[src/rtl/wb_stage_pkg.sv]
// wb_stage_pkg: control-bundle bit layout, load-size encodings and the
// write-back source selection helper shared by the write-back stage files.
// The `CTRL_* / `LOAD_SIZE_* macros are the shared constants for the core;
// this file is compiled first so the macros are visible to all later files.
// Optional feature macro used by the stage: WB_LOAD_EXT_EN.
`ifndef WB_CONSTANTS_DEFINED
`define WB_CONSTANTS_DEFINED
`define CONTROL_SIGNALS_WIDTH 6
`define CTRL_MEM_TO_REG       0
`define CTRL_REG_WRITE        1
`define CTRL_JUMP             2
// Low bit of the 2-bit load-size field, occupying [`CTRL_LOAD_SIZE +: 2]
`define CTRL_LOAD_SIZE        3
`define CTRL_LOAD_UNSIGNED    5
`define LOAD_SIZE_WORD        2'b00
`define LOAD_SIZE_BYTE        2'b01
`define LOAD_SIZE_HALF        2'b10
`define LOAD_SIZE_RSVD        2'b11
`endif

package wb_stage_pkg;

   localparam int unsigned LOAD_SIZE_W = 2;

   // Write-back value source
   typedef enum logic [1:0] {
      SRC_ALU  = 2'b00,
      SRC_LOAD = 2'b01,
      SRC_PC   = 2'b10
   } wb_src_e;

   // Jump outranks memory-to-register; everything else is the ALU result.
   function automatic wb_src_e wb_select_src(input logic jump, input logic mem_to_reg);
      wb_src_e src;
      if (jump) begin
         src = SRC_PC;
      end else if (mem_to_reg) begin
         src = SRC_LOAD;
      end else begin
         src = SRC_ALU;
      end
      return src;
   endfunction

endpackage

[src/rtl/wb_stage_load_ext.sv]
// wb_load_ext: narrows raw load data to byte/halfword/word and sign- or
// zero-extends it back to XLEN. The reserved size code behaves as word.
module wb_load_ext
   import wb_stage_pkg::*;
#(
   parameter int XLEN = 32
) (
   input  logic [XLEN-1:0]        data_i,
   input  logic [LOAD_SIZE_W-1:0] size_i,
   input  logic                   unsigned_i,
   output logic [XLEN-1:0]        data_o
);

   logic byte_fill_s;
   logic half_fill_s;

   // Fill bit is the loaded value's top bit for signed loads, zero otherwise
   always_comb begin
      byte_fill_s = unsigned_i ? 1'b0 : data_i[7];
      half_fill_s = unsigned_i ? 1'b0 : data_i[15];
   end

   // Size-dependent narrowing and extension
   always_comb begin
      data_o = data_i;
      case (size_i)
         `LOAD_SIZE_WORD: data_o = data_i;
         `LOAD_SIZE_BYTE: data_o = {{(XLEN-8){byte_fill_s}}, data_i[7:0]};
         `LOAD_SIZE_HALF: data_o = {{(XLEN-16){half_fill_s}}, data_i[15:0]};
         `LOAD_SIZE_RSVD: data_o = data_i;
         default:         data_o = data_i;
      endcase
   end

endmodule

[src/rtl/wb_stage.sv]
// wb_stage: write-back stage. Selects the value written to the register
// file (combinationally), gates the write enable for x0, and keeps a
// registered copy of the last committed write for WB-to-ID bypassing.
// Build option: define WB_LOAD_EXT_EN to enable byte/halfword load
// extension through wb_load_ext; otherwise load data passes unchanged.
module wb_stage
   import wb_stage_pkg::*;
#(
   parameter int XLEN = 32
) (
   input  logic                              clk,
   input  logic                              rst,
   input  logic [XLEN-1:0]                   mem_wb_alu_result,
   input  logic [XLEN-1:0]                   mem_wb_mem_data,
   input  logic [XLEN-1:0]                   mem_wb_pc_plus4,
   input  logic [4:0]                        mem_wb_rd,
   input  logic [`CONTROL_SIGNALS_WIDTH-1:0] mem_wb_control_signals,
   output logic [XLEN-1:0]                   wb_data,
   output logic [4:0]                        wb_rd,
   output logic                              wb_reg_write,
   output logic                              wb_last_valid,
   output logic [4:0]                        wb_last_rd,
   output logic [XLEN-1:0]                   wb_last_data
);

   logic [XLEN-1:0] load_val_s;
   wb_src_e         src_s;

   logic            last_valid_d, last_valid_q;
   logic [4:0]      last_rd_d,    last_rd_q;
   logic [XLEN-1:0] last_data_d,  last_data_q;

`ifdef WB_LOAD_EXT_EN
   wb_load_ext #(
      .XLEN (XLEN)
   ) u_load_ext (
      .data_i     (mem_wb_mem_data),
      .size_i     (mem_wb_control_signals[`CTRL_LOAD_SIZE +: LOAD_SIZE_W]),
      .unsigned_i (mem_wb_control_signals[`CTRL_LOAD_UNSIGNED]),
      .data_o     (load_val_s)
   );
`else
   logic unused_load_ctrl_s;

   // Size/unsigned fields are don't-care when extension is compiled out
   always_comb begin
      unused_load_ctrl_s = ^{mem_wb_control_signals[`CTRL_LOAD_SIZE +: LOAD_SIZE_W],
                             mem_wb_control_signals[`CTRL_LOAD_UNSIGNED]};
      load_val_s         = mem_wb_mem_data;
   end
`endif

   // Source select; register-write enable plays no part in the choice
   always_comb begin
      src_s = wb_select_src(mem_wb_control_signals[`CTRL_JUMP],
                            mem_wb_control_signals[`CTRL_MEM_TO_REG]);
      case (src_s)
         SRC_PC:   wb_data = mem_wb_pc_plus4;
         SRC_LOAD: wb_data = load_val_s;
         SRC_ALU:  wb_data = mem_wb_alu_result;
         default:  wb_data = mem_wb_alu_result;
      endcase
   end

   // Destination passes through; writes to x0 are suppressed
   always_comb begin
      wb_rd        = mem_wb_rd;
      wb_reg_write = mem_wb_control_signals[`CTRL_REG_WRITE] && (mem_wb_rd != 5'd0);
   end

   // Bypass next state: capture a committed write, otherwise hold
   always_comb begin
      last_valid_d = last_valid_q;
      last_rd_d    = last_rd_q;
      last_data_d  = last_data_q;
      if (wb_reg_write) begin
         last_valid_d = 1'b1;
         last_rd_d    = mem_wb_rd;
         last_data_d  = wb_data;
      end else begin
         last_valid_d = last_valid_q;
         last_rd_d    = last_rd_q;
         last_data_d  = last_data_q;
      end
   end

   // Bypass register, cleared immediately by reset
   always_ff @(posedge clk or posedge rst) begin
      if (rst) begin
         last_valid_q <= 1'b0;
         last_rd_q    <= 5'd0;
         last_data_q  <= {XLEN{1'b0}};
      end else begin
         last_valid_q <= last_valid_d;
         last_rd_q    <= last_rd_d;
         last_data_q  <= last_data_d;
      end
   end

   // Bypass outputs come straight from the register
   always_comb begin
      wb_last_valid = last_valid_q;
      wb_last_rd    = last_rd_q;
      wb_last_data  = last_data_q;
   end

endmodule

[config.mk]
export PLATFORM = sky130hd
export DESIGN_NAME = wb_stage
export DESIGN_NICKNAME = d
export VERILOG_FILES = /design/src/rtl/wb_stage_pkg.sv /design/src/rtl/wb_stage_load_ext.sv /design/src/rtl/wb_stage.sv
export SDC_FILE = /design/constraint.sdc
export NUM_CORES = 1
export LEC_CHECK = 0
export BUFFER_PORTS_ARGS = -buffer_cell sky130_fd_sc_hd__buf_2
export CAP_MARGIN = 20
export CORE_UTILIZATION = 34
export DETAILED_ROUTE_END_ITERATION = 16
export PLACE_DENSITY = 0.76
export SLEW_MARGIN = 5
export SYNTH_ARGS = -nofsm -noshare
export SYNTH_HDL_FRONTEND = slang
export SYNTH_SLANG_ARGS = --single-unit
[constraint.sdc]
create_clock -name clk -period 1.2 [get_ports clk]
set_clock_uncertainty 0.1 [all_clocks]
set_input_delay 0.06 -clock clk [delete_from_list [all_inputs] [get_ports clk]]
set_output_delay 0.06 -clock clk [all_outputs]
set_load 0.02 [all_outputs]
==> run summary <==
Setup ws final: -0.191 ns
Global Route met3 Usage: 0.0416
Via density: 4.64
Via count of the first global-routing pass: 2050
Die ar.: 6600 um2
Worst Setup End Kind: flop
Fin. Hold Viols: 0
Fin crit share: 1.16
RSZ-0062 raised after global routing: yes
Post-route insts no fill: 466
Initial drt markers: 67
Critical path type: in -> reg
#FFs+latches synth: 38
Syn Std Cell Area: 2140 um2
H-tree depth: 2
Outcome: complete, but fails checks
Placed Area: 3180 um2
Fmax: 0.719 GHz
Drt first pass iters: 4
Max-slew violations: 0
Max_cap viols: 0
Fin area: 3500 um2
Failing checks: negative setup slack
Input/output buffers: 181
Num ports: 185
Yosys cell types: 14
Min cycle time layout: 1.39 ns
Pin count of the biggest net entering global routing: 31
CTS tree: done
Net Count, Synth: 306
Final setup vio count: 39
Syn Area/Cell: 10.8 um2
CTS clk-pin slew, worst paths: 0.08 ns
Clock Path Buffers: 2
Most frequent cells in the layout: buf_2 (177), dfrtp_1 (38), nand2_1 (33)
Antenna Violating Nets Remaining: 0
Slew headroom: 0.816
Hold Path Class: in -> reg
Initial antenna violation count: 0
Data arrival, critical path: 1.47 ns
Num rows: 28
Power density cells: 1110 nW/um2
Critical path required time: 1.28 ns
Die H: 81.3 um
Core Box Area: 5990 um2
# nets final: 499
Tot GR Track Use: 0.181
Clock Sinks: 38
Setup_tns: -4.92 ns
Most Crowded Layer GR: met2
Commonest non-fill, non-tap cell in the layout: buf_2
YS warnings: 0
Post-Route WL: 6380 um
Measured slew at the worst slew-check pin: 0.276 ns
Drt wl/cell: 13.7 um
Final Power: 3.90 mW
Critical path peak fanout: 5
Placed insts: 448
Total congestion overflow: 0
Layout cells sized above 1: 0.642
Root Buffer: clkbuf_8
Area Overhead vs Synth: 63.7%
Mapped Cells: 197
Worst vdd ir: 522 uV
Dpl hpwl: 4800 um
Clk_lat worst skew: 0.28 ns
Hold Slack: 0.0272 ns
N_diodes: 0
GPL Wtd Cong: 0.740
Die W: 81.3 um
Pleak: 1.91 nW
Drt drc: 0
Post-synthesis sequential area ratio: 0.445
Initial Util: 0.357
Num CTS Buffers: 5
Met2 Resource Use GR: 0.327
Routed vias: 2163
Met1 Resource Use GR: 0.206
First-pass GRT wire length: 9110 um
Setup crit start kind: input pin
[worst paths after layout]
path | startpoint | endpoint | slack [ns] | cells after the start
setup / recovery | mem_wb_rd[3] | wb_last_data[21] | -0.19 | 6
hold / removal | mem_wb_rd[2] | wb_last_rd[2] | 0.03 | 4
setup reg to reg | wb_last_data[14] | wb_last_data[14] | 0.33 | 1
hold reg to reg | wb_last_valid | wb_last_valid | 0.39 | 1
max in group asynchronous | rst | wb_last_rd[4] | 0.49 | 4
min in group asynchronous | rst | wb_last_data[9] | 0.27 | 4
[timing repair]
action                                  4_1_cts  5_1_grt
gates cloned                                  2        2
setup buffers                                 1        1
hold endpoints to repair                     41        0
resized for setup                             8        8
pin swaps                                     1        2
hold buffers                                  4        0
endpoints found under the setup margin       38       40
[sequential cells by signal, indices dropped and copies added, names as in the netlist]
register and flops:
wb_last_valid 1, wb_last_rd 5, wb_last_data 32
[final cells by class]
class / instances / area (um2)
tap: 75 / 93.8
clock inverter: 1 / 5.00
multi-input combinational: 137 / 1090
timing repair buffer: 206 / 1270
clock buffer: 7 / 86.3
fill: 513 / 2490
sequential: 38 / 951
inverter: 2 / 7.51
[cells in the mapped netlist]
master,n,area share
o21ai_0,33,0.077
clkbuf_1,8,0.014
inv_1,2,0.0035
buf_2,5,0.012
dfrtp_1,38,0.45
mux2i_1,32,0.15
or4_1,1,0.0035
buf_4,5,0.018
mux2_4,7,0.049
mux2_2,29,0.15
buf_6,2,0.011
nand2_1,33,0.058
or2_2,1,0.0029
o21a_1,1,0.0035
[per-layer routing]
layer  vias up  wire length [um]
met5         -                 0
met4         0                63
met3         8               327
met2        91              3350
met1       986              2640
li1       1078                 -
[critical path: stages]
cell and delay (ns):
buf_2 0.11, or4_4 0.51, o21a_4 0.25, buf_12 0.14
clkbuf_16 0.15, mux2_2 0.26
[metrics by stage]
step	utilization	setup WS [ns]
2_1_floorplan	-	-0.361
3_3_place_gp	0.532	-0.408
3_5_place_dp	0.532	-0.435
4_1_cts	0.570	-0.196
5_1_grt	0.584	-0.190
6_report	0.584	-0.191
[power breakdown]
part | switching (mW) | internal [mW]
clock | 0.435 | 0.464
combinational | 0.788 | 0.673
sequential | 0.0845 | 1.45
total | 1.31 | 2.59
[cells by family (layout without fill, tap and decap cells)]
logic type,count (synthesis),count (layout),share of synthesized area
mux,68,68,0.352
flops,38,38,0.445
simple gates,35,35,0.0644
compound gates,34,34,0.0808
buf+inv,22,216,0.0574
(Power assumes the default switching activity.)
